[config.mk]
export PLATFORM = sky130hd
export DESIGN_NAME = magnitude_stream
export DESIGN_NICKNAME = d
export VERILOG_FILES = /design/src/rtl/magnitude_stream.sv
export SDC_FILE = /design/constraint.sdc
export NUM_CORES = 1
export LEC_CHECK = 0
export CORE_ASPECT_RATIO = 1.2
export CORE_MARGIN = 2
export CORE_UTILIZATION = 45
export DETAILED_ROUTE_END_ITERATION = 7
export PLACE_DENSITY_LB_ADDON = 0.2
export SLEW_MARGIN = 25
export SYNTH_ARGS = -nofsm -noshare
export SYNTH_HDL_FRONTEND = slang
export SYNTH_SLANG_ARGS = --single-unit
[constraint.sdc]
create_clock -name clk -period 3.8 [get_ports clk]
set_clock_uncertainty 0.05 [all_clocks]
set_input_delay 0.38 -clock clk [delete_from_list [all_inputs] [get_ports clk]]
set_output_delay 0.38 -clock clk [all_outputs]
set_load 0.03 [all_outputs]
[src/rtl/magnitude_stream.sv]
// magnitude_stream: signed IN_W-bit samples -> unsigned (IN_W-1)-bit magnitudes, saturating the most-negative code.
// Latency: 1 cycle (registered output stage), 1 sample/cycle throughput while out_ready=1.
// Backpressure: in_ready = !out_valid || out_ready; held output stays stable while stalled. Optional peak tracker: MAG_PEAK_EN.
module magnitude_stream #(
    parameter int IN_W  = 17,
    parameter int CNT_W = 8
) (
    input  logic              clk,
    input  logic              rst,
    input  logic              in_valid,
    output logic              in_ready,
    input  logic [IN_W-1:0]   in_data,
    output logic              out_valid,
    input  logic              out_ready,
    output logic [IN_W-2:0]   out_data,
    output logic              out_sat,
    input  logic              clear,
    output logic [CNT_W-1:0]  sat_count,
    output logic [IN_W-2:0]   peak
);

    // The only state is whether the output register holds an undelivered sample.
    typedef enum logic {
        ST_EMPTY = 1'b0,
        ST_FULL  = 1'b1
    } state_t;

    localparam logic [IN_W-1:0]  MOST_NEG = {1'b1, {(IN_W-1){1'b0}}};
    localparam logic [IN_W-2:0]  MAG_MAX  = {(IN_W-1){1'b1}};
    localparam logic [CNT_W-1:0] CNT_MAX  = {CNT_W{1'b1}};
    localparam logic [CNT_W-1:0] CNT_ONE  = {{(CNT_W-1){1'b0}}, 1'b1};

    state_t             r_state;
    state_t             w_state_nxt;
    logic [IN_W-2:0]    r_data;
    logic               r_sat;
    logic [CNT_W-1:0]   r_sat_count;

    logic               w_accept;
    logic               w_neg;
    logic               w_most_neg;
    logic [IN_W-1:0]    w_twos;
    logic [IN_W-2:0]    w_mag;
    logic               w_sat;

    assign out_valid = (r_state == ST_FULL);
    assign in_ready  = !out_valid || out_ready;
    // rst holds every flop, so a handshake seen during reset is never captured.
    assign w_accept  = in_valid && in_ready;

    // Magnitude of the incoming sample; the most-negative code has no positive twin and saturates.
    always_comb begin
        w_neg      = in_data[IN_W-1];
        w_most_neg = (in_data == MOST_NEG);
        w_twos     = ~in_data + {{(IN_W-1){1'b0}}, 1'b1};
        w_sat      = w_most_neg;
        if (w_most_neg) begin
            w_mag = MAG_MAX;
        end else if (w_neg) begin
            w_mag = w_twos[IN_W-2:0];
        end else begin
            w_mag = in_data[IN_W-2:0];
        end
    end

    // Output-valid state register.
    always_ff @(posedge clk or posedge rst) begin
        if (rst) begin
            r_state <= ST_EMPTY;
        end else begin
            r_state <= w_state_nxt;
        end
    end

    // Next state: fill on accept, hold while stalled, drain when consumed without a refill.
    always_comb begin
        w_state_nxt = r_state;
        case (r_state)
            ST_EMPTY: begin
                if (w_accept) begin
                    w_state_nxt = ST_FULL;
                end
            end
            ST_FULL: begin
                if (w_accept) begin
                    w_state_nxt = ST_FULL;
                end else if (out_ready) begin
                    w_state_nxt = ST_EMPTY;
                end
            end
            default: w_state_nxt = ST_EMPTY;
        endcase
    end

    // Output payload register; only loads on accept so a stalled output stays stable.
    always_ff @(posedge clk or posedge rst) begin
        if (rst) begin
            r_data <= '0;
            r_sat  <= 1'b0;
        end else if (w_accept) begin
            r_data <= w_mag;
            r_sat  <= w_sat;
        end
    end

    assign out_data = r_data;
    assign out_sat  = r_sat;

    // Saturation event counter: clear wins over a same-cycle increment, sticks at its maximum.
    always_ff @(posedge clk or posedge rst) begin
        if (rst) begin
            r_sat_count <= '0;
        end else if (clear) begin
            r_sat_count <= '0;
        end else if (w_accept && w_sat && (r_sat_count != CNT_MAX)) begin
            r_sat_count <= r_sat_count + CNT_ONE;
        end
    end

    assign sat_count = r_sat_count;

`ifdef MAG_PEAK_EN
    logic [IN_W-2:0] r_peak;

    // Running maximum of accepted magnitudes; a saturated sample is already all ones.
    always_ff @(posedge clk or posedge rst) begin
        if (rst) begin
            r_peak <= '0;
        end else if (clear) begin
            r_peak <= '0;
        end else if (w_accept && (w_mag > r_peak)) begin
            r_peak <= w_mag;
        end
    end

    assign peak = r_peak;
`else
    assign peak = '0;
`endif

endmodule

==> results.md <==
- CTS placed an instance of sky130_fd_sc_hd__clkbuf_8 at the clock tree root.
- The cell total after placement is around 260.
- During I/O placement, the number of pins put on the boundary was 65.
- The final reports fail on DRC.
- The count of synthesis-stage warnings from yosys is 0.
- The share of the yosys chip area belonging to registers is 0.402.
- TritonCTS built the clock tree.
- The switching portion of total power is 0.345.
- The share of total power dissipated in the clock network is 0.216.
- The CTS sink count is 26.
- The register bit total from synthesis is 26.
- The number of antenna cells inserted is 0.
- By area the synthesized netlist is led by sky130_fd_sc_hd__dfrtp_1 40%, sky130_fd_sc_hd__buf_4 7.4%, sky130_fd_sc_hd__nor2_1 6.0%.
- The net count of the finished layout is 247.
- In this run, distinct cell masters in the synthesized netlist total 40.
- In this run the tool buffered the top-level ports with 48 buffer cells.
- The number of resized instances in the post-cts repair step is 0.
- The post-synthesis cell type with the largest combined area is sky130_fd_sc_hd__dfrtp_1.
- In the final routing, the length of wire on met1 measures 1400 um.
- The leftover overflow at the end of global routing is 0.
- The capturing element type of the critical path is a register.
- STA classifies the critical path startpoint as a primary input.
- For this design, the CTS-stage hold fixing added 0 buffers.
- Setup repair after global routing left no endpoint under its margin.
- The share of total power dissipated in combinational logic is 0.339.
- The share of the clock period used by the worst path after layout is 0.635.
- For this design the ratio of total power to cell area is 342 nW/um^2.
- The dominant register cell in the synthesized netlist is sky130_fd_sc_hd__dfrtp_1.
- At the pin with the least slew margin, the transition time is ~570 ps.
- The number of nets with antenna violations after routing is 0.
- The setup fix buffers added after clock tree synthesis is 0.
- The number of vias after detailed routing is 1349.
- The initial antenna violation count is 0.
- For this run, design rule violations remaining after detail routing come to 3.
- Based on the critical path, the design can be clocked at up to 414 MHz.
- For this block, the initial DRC count from the detailed router was between 40 and 50.
- The required arrival time at the worst endpoint is 3910 ps.
- The site row count is 23.
- In this run the tightest slew margin relative to its limit is 0.621.
- The clock-pin transition on the worst setup and hold timing paths is 90 ps.
- In this run the static leakage power is between 0.8 and 0.9 nW.
- The final number of setup-violating endpoints is 0.
- The area share of the largest cell type after synthesis is 0.402.
- The finished layout holds 258 standard cells, fillers aside.
- The aggregate negative setup slack is 0 ps.
- The first-pass GRT wire length is between 6000 and 7000 um.
- The first detailed-routing pass took 7 iterations.
- After floorplanning, the core was sized to cover 3400 um^2.
- For this run, asynchronously set or reset flops after synthesis account for 1.00.
- The overall routed net length is between 3000 and 4000 um.
- The hold violation total from the final report is 0.
- The via count of the first global-routing pass is 1426.
- Counting the buffers created by CTS gives 3.
- The detailed route wirelength on metal2 is 1970 um.
- The area growth from synthesis to final layout is 29.9%.
- The floorplan step set the die width to 58.7 um.
- The peak supply drop is 0.000202 V.
- The total routing resource utilization after global routing is 0.185.
- The initial standard-cell utilization of the core is 0.476.
- The depth of the CTS H-tree is 1.
- The die is 69.7 um tall.
- The path class of the tightest hold or removal check is primary input to asynchronous set/reset pin.
- After technology mapping, the gate count stands at 177.
- The total net switching power is 0.247 mW.
- The mean cell area of the mapped netlist is around 9 um^2.
- The signal arrival time at the worst endpoint is 2520 ps.
- The number of cells traversed by the worst register-to-register path is 6.
- Wire segments on met3 add up to between 150 and 200 um in the final route.
- The start-to-end type of the worst setup path is primary input to register.
- The highest layer touched by signal routing is met4.
- Max-cap violations in this run came to 0.
- After detailed routing, the average wire length per cell comes to 13.8 um.
- The internal power consumption is 0.471 mW.
- The routed design could run at a clock period as short as 2410 ps.
- After legalization and detailed placement, the total HPWL measured between 2000 and 3000 um.
- The run finished, with violations left.
- In the final layout, the share of cells above drive strength 1 is 0.0543.
- The clock insertion delay at the later pin of the skew report is between 200 and 300 ps.
- The number of pins with negative max-slew slack in the final report was 0.
- The sequential cell fraction of total power is 0.445.
- Entering global routing, the biggest net connects 27 pins.
- The longest clock path from root to sink contains 2 buffers.
- The die covers around 4000 um^2.
- Of all nets on the critical path, the largest fanout is 9.
- The number of vias per cell after detailed routing is 5.23.
- The post-synthesis cell area is 1620 um^2.
- Yosys mapped a number of flops with a built-in enable equal to 0.
- Routability-driven placement finished with a final weighted congestion of between 0.8 and 0.9.
[final timing paths]
| check | startpoint | end | slack [ps] |
|---|---|---|---|
| worst max-delay path | in_data[0] | sat_count[7]$_DFFE_PP0P_ | 1390 |
| worst min-delay path | rst | sat_count[7]$_DFFE_PP0P_ | 420 |
| worst max register to register | sat_count[0]$_DFFE_PP0P_ | sat_count[7]$_DFFE_PP0P_ | 1930 |
| worst min register to register | out_sat$_DFFE_PP0N_ | out_sat$_DFFE_PP0N_ | 470 |
| max in group asynchronous | rst | out_data[7]$_DFFE_PP0N_ | 2920 |
| min in group clk | out_sat$_DFFE_PP0N_ | out_sat$_DFFE_PP0N_ | 470 |
[final cells by class]
type | instances | area [um^2]
inverters | 5 | 18.8
multi-input cells | 138 | 856
fillers | 317 | 1290
well taps | 37 | 46.3
repair buffers | 49 | 488
clock buffers | 3 | 41.3
flip-flops and latches | 26 | 651
[layer usage]
| layer | track usage | vias to the layer above |
|---|---|---|
| met1 | 0.218 | 645 |
| met3 | 0.0299 | 5 |
| met5 | 0 | - |
| met2 | 0.325 | 39 |
| met4 | 0.0732 | 0 |
| li1 | - | 660 |
[worst max-delay path, cell delays in order]
cell	delay, ps
sky130_fd_sc_hd__clkdlybuf4s50_1	450
sky130_fd_sc_hd__inv_1	100
sky130_fd_sc_hd__ha_1	180
sky130_fd_sc_hd__nor3b_2	280
sky130_fd_sc_hd__nand4_4	210
sky130_fd_sc_hd__nor4_4	400
sky130_fd_sc_hd__and3_1	210
sky130_fd_sc_hd__mux2_1	320
[registers in the layout, summed over array words and instances (netlist names)]
register   flops
out_data      16
out_sat        1
out_valid      1
sat_count      8
[logic make-up after synthesis]
| kind of cell | after synthesis | share of synthesized area |
|---|---|---|
| AOI/OAI and AO/OA | 33 | 0.125 |
| xor gates and xnor gates | 18 | 0.0974 |
| adders and majority gates | 2 | 0.0155 |
| buffers and inverters | 28 | 0.104 |
| DFF | 26 | 0.402 |
| muxes | 3 | 0.0224 |
| other | 1 | 0.00232 |
| and+or+nand+nor | 66 | 0.232 |
[power by group through the flow]
stage	sequential, mW	combinational, mW	clock [mW]
6_report	0.320	0.243	0.155
3_3_place_gp	0.324	0.241	0
3_5_place_dp	0.325	0.244	0
2_1_floorplan	0.380	0.0975	0
5_1_grt	0.324	0.260	0.166
4_1_cts	0.320	0.246	0.158
[cell usage after synthesis (all sizes together), types with 2 or more instances]
| master | number |
|---|---|
| dfrtp | 26 |
| nor2 | 26 |
| buf | 19 |
| a21oi | 13 |
| nand2 | 12 |
| xor2 | 10 |
| xnor2 | 8 |
| o21ai | 6 |
| inv | 5 |
| clkbuf | 4 |
| nand2b | 4 |
| nand3 | 4 |
| nor4 | 4 |
| o31ai | 4 |
| a31oi | 3 |
| nor2b | 3 |
| nor3 | 3 |
| and2 | 2 |
| and3 | 2 |
| ha | 2 |
| mux2 | 2 |
| nand4 | 2 |
| o211ai | 2 |
| o41ai | 2 |
[cells in the final DEF, fill, tap and decap left out, types with 2 or more instances in the layout]
cell type,instances
sky130_fd_sc_hd__a21oi_1,13
sky130_fd_sc_hd__and2_1,2
sky130_fd_sc_hd__nor2_1,26
sky130_fd_sc_hd__xnor2_1,8
sky130_fd_sc_hd__ha_1,2
sky130_fd_sc_hd__nand2b_1,4
sky130_fd_sc_hd__clkdlybuf4s50_1,48
sky130_fd_sc_hd__o31ai_1,4
sky130_fd_sc_hd__xor2_1,10
sky130_fd_sc_hd__nand3_1,3
sky130_fd_sc_hd__clkbuf_8,3
sky130_fd_sc_hd__dfrtp_1,26
sky130_fd_sc_hd__inv_1,4
sky130_fd_sc_hd__o211ai_1,2
sky130_fd_sc_hd__nor4_4,2
sky130_fd_sc_hd__conb_1,16
sky130_fd_sc_hd__o21ai_0,6
sky130_fd_sc_hd__nand2_1,12
sky130_fd_sc_hd__o41ai_1,2
sky130_fd_sc_hd__nor2b_1,3
sky130_fd_sc_hd__nor3_1,2
sky130_fd_sc_hd__a31oi_1,3
sky130_fd_sc_hd__and3_1,2
sky130_fd_sc_hd__nor4_1,2
[stage by stage]
step	util	worst slack (ps)	hold WS, ps	power (mW)	instance area (um^2)
2_1_floorplan	-	1680	370	0.478	1670
3_3_place_gp	0.606	1180	421	0.565	2060
3_5_place_dp	0.606	1100	447	0.570	2060
4_1_cts	0.619	1380	467	0.724	2100
5_1_grt	0.619	1180	463	0.749	2100
6_report	0.619	1390	421	0.718	2100
Power figures use the tool's default switching activity.
